**config.mk**
```make
export PLATFORM = sky130hd
export DESIGN_NAME = pipe_stage_buf
export DESIGN_NICKNAME = d
export VERILOG_FILES = /design/src/rtl/cpu_pipe_pkg.sv /design/src/rtl/pipe_skid_slot.sv /design/src/rtl/pipe_stage_buf.sv
export SDC_FILE = /design/constraint.sdc
export NUM_CORES = 1
export LEC_CHECK = 0
export ABC_CLOCK_PERIOD_IN_PS = 2000
export CORE_MARGIN = 2
export CORE_UTILIZATION = 48
export CTS_CLUSTER_DIAMETER = 50
export DETAILED_ROUTE_END_ITERATION = 8
export PLACE_DENSITY = 0.85
export SLEW_MARGIN = 20
export SYNTH_ARGS = -nofsm -noshare
export SYNTH_HDL_FRONTEND = slang
export SYNTH_SLANG_ARGS = --single-unit
```
**constraint.sdc**
```tcl
create_clock -name clk -period 2 [get_ports clk]
set_input_delay 0.4 -clock clk [delete_from_list [all_inputs] [get_ports clk]]
set_output_delay 0.4 -clock clk [all_outputs]
set_load 0.02 [all_outputs]
```
**src/rtl/cpu_pipe_pkg.sv**
```systemverilog
`default_nettype none
// ============================================================================
// Package  : cpu_pipe_pkg
// Brief    : Constants, payload field layout and update-action encoding shared
//            by every inter-stage pipeline buffer instance.
// Revision : 1.0
// ============================================================================
package cpu_pipe_pkg;

    localparam logic [15:0] C_NOP_INSTR  = 16'b1110100000000000;
    localparam logic [15:0] C_HALT_INSTR = 16'b1110000000000000;

    // Payload layout, MSB first: NEXTPC | DATA1 | DATA2 | SIGNEXT | TRUEPC
    localparam int C_FIELD_W     = 16;
    localparam int C_TRUEPC_LSB  = 0;
    localparam int C_SIGNEXT_LSB = 16;
    localparam int C_DATA2_LSB   = 32;
    localparam int C_DATA1_LSB   = 48;
    localparam int C_NEXTPC_LSB  = 64;
    localparam int C_PAYLOAD_W   = 80;

    typedef logic [1:0] occ_t;

    // Edge action after priority resolution (reset is handled separately)
    localparam logic [2:0] ACT_NORMAL = 3'd0;
    localparam logic [2:0] ACT_STALL  = 3'd1;
    localparam logic [2:0] ACT_FLUSH  = 3'd2;
    localparam logic [2:0] ACT_HOLD   = 3'd3;
    localparam logic [2:0] ACT_HALT   = 3'd4;

    function automatic logic [C_PAYLOAD_W-1:0] pack_payload(
        input logic [C_FIELD_W-1:0] nextpc,
        input logic [C_FIELD_W-1:0] data1,
        input logic [C_FIELD_W-1:0] data2,
        input logic [C_FIELD_W-1:0] signext,
        input logic [C_FIELD_W-1:0] truepc
    );
        return {nextpc, data1, data2, signext, truepc};
    endfunction

    function automatic logic [C_FIELD_W-1:0] payload_field(
        input logic [C_PAYLOAD_W-1:0] payload,
        input int                     lsb
    );
        return payload[lsb +: C_FIELD_W];
    endfunction

endpackage : cpu_pipe_pkg
`default_nettype wire

```
**src/rtl/pipe_skid_slot.sv**
```systemverilog
`default_nettype none
// ============================================================================
// Module   : pipe_skid_slot
// Brief    : One-entry holding register with load, clear and valid flag.
// Revision : 1.0
// ============================================================================
module pipe_skid_slot #(
    parameter int ENTRY_W = 96
) (
    input  logic               clk,
    input  logic               rst,
    input  logic               i_load,
    input  logic               i_clear,
    input  logic [ENTRY_W-1:0] i_data,
    output logic               o_valid,
    output logic [ENTRY_W-1:0] o_data
);
    import cpu_pipe_pkg::*;

    logic               r_valid_q;
    logic               w_valid_d;
    logic [ENTRY_W-1:0] r_data_q;
    logic [ENTRY_W-1:0] w_data_d;

    // Clear dominates load so a drain and a refill can never collide
    always_comb begin
        w_valid_d = r_valid_q;
        w_data_d  = r_data_q;
        if (i_clear) begin
            w_valid_d = 1'b0;
            w_data_d  = '0;
        end else if (i_load) begin
            w_valid_d = 1'b1;
            w_data_d  = i_data;
        end
    end

    always_ff @(posedge clk) begin
        if (rst) begin
            r_valid_q <= 1'b0;
            r_data_q  <= '0;
        end else begin
            r_valid_q <= w_valid_d;
            r_data_q  <= w_data_d;
        end
    end

    assign o_valid = r_valid_q;
    assign o_data  = r_data_q;

endmodule : pipe_skid_slot
`default_nettype wire

```
**src/rtl/pipe_stage_buf.sv**
```systemverilog
`default_nettype none
// ============================================================================
// Module   : pipe_stage_buf
// Brief    : Valid/ready inter-stage pipeline register with optional skid slot,
//            flush bubble insertion and sticky halt injection.
// Revision : 1.0
// ============================================================================
module pipe_stage_buf #(
    parameter int                 DATA_W     = 80,
    parameter int                 INSTR_W    = 16,
    parameter logic [INSTR_W-1:0] NOP_INSTR  = INSTR_W'(cpu_pipe_pkg::C_NOP_INSTR),
    parameter logic [INSTR_W-1:0] HALT_INSTR = INSTR_W'(cpu_pipe_pkg::C_HALT_INSTR),
    parameter bit                 SKID       = 1'b1
) (
    input  logic               clk,
    input  logic               rst,
    input  logic               in_valid,
    output logic               in_ready,
    input  logic [DATA_W-1:0]  in_data,
    input  logic [INSTR_W-1:0] in_instr,
    output logic               out_valid,
    input  logic               out_ready,
    output logic [DATA_W-1:0]  out_data,
    output logic [INSTR_W-1:0] out_instr,
    input  logic               stall,
    input  logic               flush,
    input  logic               halt,
    output logic               halted,
    output logic [1:0]         occupancy
);
    import cpu_pipe_pkg::*;

    localparam int C_ENTRY_W = DATA_W + INSTR_W;

    logic               r_out_valid_q;
    logic               w_out_valid_d;
    logic [DATA_W-1:0]  r_out_data_q;
    logic [DATA_W-1:0]  w_out_data_d;
    logic [INSTR_W-1:0] r_out_instr_q;
    logic [INSTR_W-1:0] w_out_instr_d;
    logic               r_halted_q;
    logic               w_halted_d;

    logic [2:0]         w_act;
    logic               w_in_ready_base;
    logic               w_in_xfer;
    logic               w_out_xfer;
    logic               w_out_load;
    logic               w_skid_valid;
    logic               w_skid_load;
    logic               w_skid_clear;
    logic [C_ENTRY_W-1:0] w_skid_entry;
    logic [DATA_W-1:0]  w_skid_data;
    logic [INSTR_W-1:0] w_skid_instr;
    occ_t               w_occ;

    generate
        if (SKID) begin : g_skid
            pipe_skid_slot #(
                .ENTRY_W (C_ENTRY_W)
            ) u_skid_slot (
                .clk     (clk),
                .rst     (rst),
                .i_load  (w_skid_load),
                .i_clear (w_skid_clear),
                .i_data  ({in_data, in_instr}),
                .o_valid (w_skid_valid),
                .o_data  (w_skid_entry)
            );
            // Upstream ready comes straight from the skid flop, not from out_ready
            assign w_in_ready_base = !w_skid_valid;
        end else begin : g_no_skid
            assign w_skid_valid    = 1'b0;
            assign w_skid_entry    = '0;
            assign w_in_ready_base = !r_out_valid_q | out_ready;
        end
    endgenerate

    assign w_skid_data  = w_skid_entry[C_ENTRY_W-1:INSTR_W];
    assign w_skid_instr = w_skid_entry[INSTR_W-1:0];

    always_comb begin
        w_act = ACT_NORMAL;
        if (halt) begin
            w_act = ACT_HALT;
        end else if (r_halted_q) begin
            w_act = ACT_HOLD;
        end else if (flush) begin
            w_act = ACT_FLUSH;
        end else if (stall) begin
            w_act = ACT_STALL;
        end
    end

    assign in_ready   = w_in_ready_base & !stall & !r_halted_q;
    assign w_in_xfer  = in_valid & in_ready & (w_act == ACT_NORMAL);
    assign w_out_xfer = r_out_valid_q & out_ready & (w_act == ACT_NORMAL);
    assign w_out_load = w_out_xfer | !r_out_valid_q;

    always_comb begin
        w_out_valid_d = r_out_valid_q;
        w_out_data_d  = r_out_data_q;
        w_out_instr_d = r_out_instr_q;
        w_halted_d    = r_halted_q;
        w_skid_load   = 1'b0;
        w_skid_clear  = 1'b0;
        case (w_act)
            ACT_HALT: begin
                w_out_valid_d = 1'b1;
                w_out_data_d  = '0;
                w_out_instr_d = HALT_INSTR;
                w_halted_d    = 1'b1;
                w_skid_clear  = 1'b1;
            end
            ACT_FLUSH: begin
                w_out_valid_d = 1'b0;
                w_out_data_d  = '0;
                w_out_instr_d = NOP_INSTR;
                w_skid_clear  = 1'b1;
            end
            ACT_NORMAL: begin
                if (w_out_load) begin
                    // Older skid entry always leaves before the incoming one
                    if (w_skid_valid) begin
                        w_out_valid_d = 1'b1;
                        w_out_data_d  = w_skid_data;
                        w_out_instr_d = w_skid_instr;
                        w_skid_clear  = 1'b1;
                    end else if (w_in_xfer) begin
                        w_out_valid_d = 1'b1;
                        w_out_data_d  = in_data;
                        w_out_instr_d = in_instr;
                    end else begin
                        w_out_valid_d = 1'b0;
                        w_out_data_d  = '0;
                        w_out_instr_d = NOP_INSTR;
                    end
                end else if (w_in_xfer) begin
                    w_skid_load = 1'b1;
                end
            end
            default: begin
            end
        endcase
    end

    always_ff @(posedge clk) begin
        if (rst) begin
            r_out_valid_q <= 1'b0;
            r_out_data_q  <= '0;
            r_out_instr_q <= NOP_INSTR;
            r_halted_q    <= 1'b0;
        end else begin
            r_out_valid_q <= w_out_valid_d;
            r_out_data_q  <= w_out_data_d;
            r_out_instr_q <= w_out_instr_d;
            r_halted_q    <= w_halted_d;
        end
    end

    assign w_occ     = occ_t'({1'b0, r_out_valid_q}) + occ_t'({1'b0, w_skid_valid});
    assign occupancy = w_occ;
    assign out_valid = r_out_valid_q;
    assign out_data  = r_out_data_q;
    assign out_instr = r_out_instr_q;
    assign halted    = r_halted_q;

endmodule : pipe_stage_buf
`default_nettype wire
```
==> summary.json <==
{
  "critical_path": {
    "crit_path_start_kind": "register",
    "timing.critical_path.fanout_max": 5,
    "critical_path.cell_chain": "ha_1 -> dlygate4sd2_1",
    "timing.critical_path.arrival_ps": 1480,
    "timing.critical_path.slowest_stage_cell": "sky130_fd_sc_hd__dfxtp_1",
    "cell_family_with_the_largest_share_of_critical_path_delay": "flip-flops",
    "critical_path.max_stage_delay_ps": 440,
    "required_arrival_time_at_the_worst_endpoint_ps": 1600,
    "worstSetupEndpointType": "output pin",
    "timing.setup.critical_path_class": "register to output pin",
    "crit_buf_inv": 1
  },
  "pwr": {
    "total_leakage_power_nw": 3.64,
    "power_per_cell_area_mw_per_mm2": 806,
    "internal_power_mw": 6.35,
    "swShare_pct": 25.2,
    "clockPowerShare_pct": 37.9,
    "p_switching_mw": 2.14,
    "share_comb_of_total_power_pct": 14.2,
    "share_seq_of_total_power_pct": 47.9,
    "largest_voltage_drop_on_the_vdd_net_mv": 0.581
  },
  "global_route": {
    "global_route.peak_usage_layer": "met2",
    "grt_remaining_overflow": 0,
    "gr-usage-met1_pct": 33.2,
    "antenna_found_initial": 0,
    "grt_util_all_layers_pct": 26.1,
    "grt_use_met3_pct": 6.69,
    "global_route.usage.met2_pct": 42.8,
    "grt_pass1_wl_mm": 34.9,
    "via_count_of_the_first_global_routing_pass": 7043,
    "grt_max_degree": 78
  },
  "timing": {
    "hold_ws_ps": 219,
    "tightestPinTransition_ps": 411,
    "layout_min_cycle_time_ps": 1880,
    "total_of_endpoints_with_negative_setup_slack_in_the_final_report": 0,
    "max-slew-margin-rel_pct": 72.6,
    "finalMaxSlewViolations": 0,
    "fin_worst_skew_ps": 9.24,
    "grt_setup_unrepaired": "no",
    "period_share_pct": 93.8,
    "fmax_mhz": 533,
    "timing_hold_violations_final": 0
  },
  "clock_tree": {
    "ctsHoldBuffers": 0,
    "clk_pin_slew_worst_paths_ps": 70,
    "clock-root-buffer": "sky130_fd_sc_hd__clkbuf_16",
    "clock_tree.buffer_depth": 2,
    "clk_latency_ps": 430,
    "h-tree-depth": 4,
    "cts_tree": "built",
    "cts_sinks": 195,
    "tritoncts.num_buffers": 17
  },
  "synthesis": {
    "dominant_cell_by_count_in_the_synthesized_netlist": "sky130_fd_sc_hd__dfxtp_1",
    "synthesis.area_mm2": 0.00751,
    "most_common_library_cells_after_synthesis": "sky130_fd_sc_hd__dfxtp_1 (195), sky130_fd_sc_hd__nand2_1 (193), sky130_fd_sc_hd__nor2_1 (101), sky130_fd_sc_hd__nor3_1 (92)",
    "synth-seq-cells": 195,
    "top_ff_cell_synth": "sky130_fd_sc_hd__dfxtp_1",
    "yosys_warnings": 0,
    "syn_avg_cell_area_um2": 8.44,
    "synth-edff-count": 0,
    "synth_seq_area_share_pct": 52.0,
    "post_synth_main_area_contributors": "sky130_fd_sc_hd__dfxtp_1 (52%), sky130_fd_sc_hd__a221oi_1 (10%), sky130_fd_sc_hd__nand2_1 (9.6%), sky130_fd_sc_hd__nor3_1 (6.1%), sky130_fd_sc_hd__a21oi_1 (6.0%)",
    "synth_cell_type_count": 32,
    "synth_cells": 890,
    "synth_top_area_share_pct": 52.0,
    "synth_largest_area_cell": "sky130_fd_sc_hd__dfxtp_1",
    "async_reset_ff_share_pct": 0,
    "mappedNetlistNets": 994
  },
  "job": {
    "max_cap_viol_count": 0
  },
  "cells_and_area": {
    "drive_gt1_share_pct": 9.08,
    "fin_area_mm2": 0.0105,
    "final_nets": 1181,
    "area_delta_synth_final_pct": 40.3
  },
  "floorplan": {
    "rows": 45,
    "fp.dieH_um": 129,
    "core_area_mm2": 0.0153,
    "pin_count": 204,
    "die-area_mm2": 0.0167,
    "die_w_um": 129,
    "initial_utilization_pct": 49.2
  },
  "route": {
    "drt-initial-drc-count": 775,
    "avgViaCountPerCell": 5.72,
    "firstDrtPassIters": 7,
    "wl_per_cell_um": 16.8,
    "detailroute.via_count": 7445,
    "route.antenna.remaining_nets": 0,
    "route.detailed.drc": 0,
    "totalWireLength_mm": 21.9
  },
  "worst_hold_path": {
    "hold_path_class": "primary input to register"
  },
  "placed_design": {
    "buffer_ports.inserted": 203,
    "hpwl_mm": 14.0,
    "placedInstanceArea_mm2": 0.00999,
    "globalplace.congestion": 0.785
  },
  "status": {
    "outcome": "complete, no violations"
  }
}
power by group through the flow:
stage	sequential, mW	combinational (mW)	clock, mW
finish	4.07	1.20	3.22
global route	4.08	1.29	3.42
CTS	4.07	1.20	3.27
detailed placement	4.16	1.20	0
global placement	4.15	1.18	0
floorplan	4.28	0.424	0
routing by layer:
metal,wire (um),part of all wire [%]
met1,9200,42
met2,10400,48
met4,421,1.9
met3,1850,8.5
met5,0,0
area by class of cell:
class,instances,area [um2]
tap,211,264
multi-input combinational,609,3190
inverter,2,7.51
sequential,195,3900
clock buffer,21,450
fill,1205,4710
antenna,1,2.50
timing repair buffer,252,2620
clock inverter,11,105
metrics by stage:
stage               total power [mW]  cells  worst slack, ps  utilization, %  TNS (ps)
CTS                             8.54   1301             36.6            69.1         0
finish                          8.50   1302              124            69.1         0
global placement                5.34   1269             -167            65.5    -16700
detailed placement              5.35   1269             -221            65.5    -23490
floorplan                       4.70    890              334               -         0
global route                    8.79   1301             41.4            69.1         0
timing repair:
item                                    in CTS  in global routing
endpoints found under the setup margin       4                  1
setup buffers                                0                  0
pin swaps                                    0                  0
resized for setup                            4                  1
gates cloned                                 0                  0
worst reg2reg max path, stage by stage, from the launching register on:
cell	delay, ps
sky130_fd_sc_hd__dfxtp_1	440
sky130_fd_sc_hd__nor2b_1	340
sky130_fd_sc_hd__buf_4	180
sky130_fd_sc_hd__and4_4	320
sky130_fd_sc_hd__buf_12	210
sky130_fd_sc_hd__nand2_1	100
sky130_fd_sc_hd__a21oi_1	130
sequential cells by signal, summed over array words and instances, names as in the netlist:
name	flops
out_valid	1
out_data	80
g_skid.u_skid_slot.o_data	96
out_instr	16
g_skid.u_skid_slot.o_valid	1
halted	1
kinds of logic (layout without fill, tap and decap cells):
logic type	after synthesis	count (layout)	share of synthesized area (%)
flip-flops	195	195	52.0
other	0	1	0
buffers and inverters	86	286	5.98
AO/OA/AOI/OAI	207	207	19.6
adder cells (fa/ha/maj)	1	1	0.167
AND/OR/NAND/NOR	401	401	22.3
cells in the final DEF, fill, tap and decap left out, drive strengths merged:
master	Yosys	final
nor2	101	101
dlymetal6s2s	0	1
dlygate4sd2	0	4
o22ai	3	3
nor4b	1	1
a21oi	100	100
clkbuf	25	21
a311oi	1	1
or2	1	1
o21ai	5	5
ha	1	1
o211a	1	1
nand2b	1	1
a221oi	93	93
and3	2	2
and4	1	1
a2bb2oi	1	1
buf	59	50
clkdlybuf4s50	0	197
bufinv	0	1
nor2b	4	4
inv	2	4
o211ai	2	2
dfxtp	195	195
nand4	2	2
diode	0	1
clkinv	0	7
nand2	193	193
clkinvlp	0	1
nand3	2	2
nor3	93	93
o21bai	1	1
final timing paths:
check | startpoint | to | slack [ps] | cells after the start
setup / recovery | out_valid$_SDFFE_PP0P_ | occupancy[0] | 120 | 2
hold / removal | rst | out_valid$_SDFFE_PP0P_ | 220 | 2
setup reg to reg | out_valid$_SDFFE_PP0P_ | g_skid.u_skid_slot.o_data[50]$_SDFFE_PP0P_ | 200 | 6
hold reg to reg | g_skid.u_skid_slot.o_data[68]$_SDFFE_PP0P_ | g_skid.u_skid_slot.o_data[68]$_SDFFE_PP0P_ | 450 | 2
No activity file was read; power rests on OpenSTA's default activity.
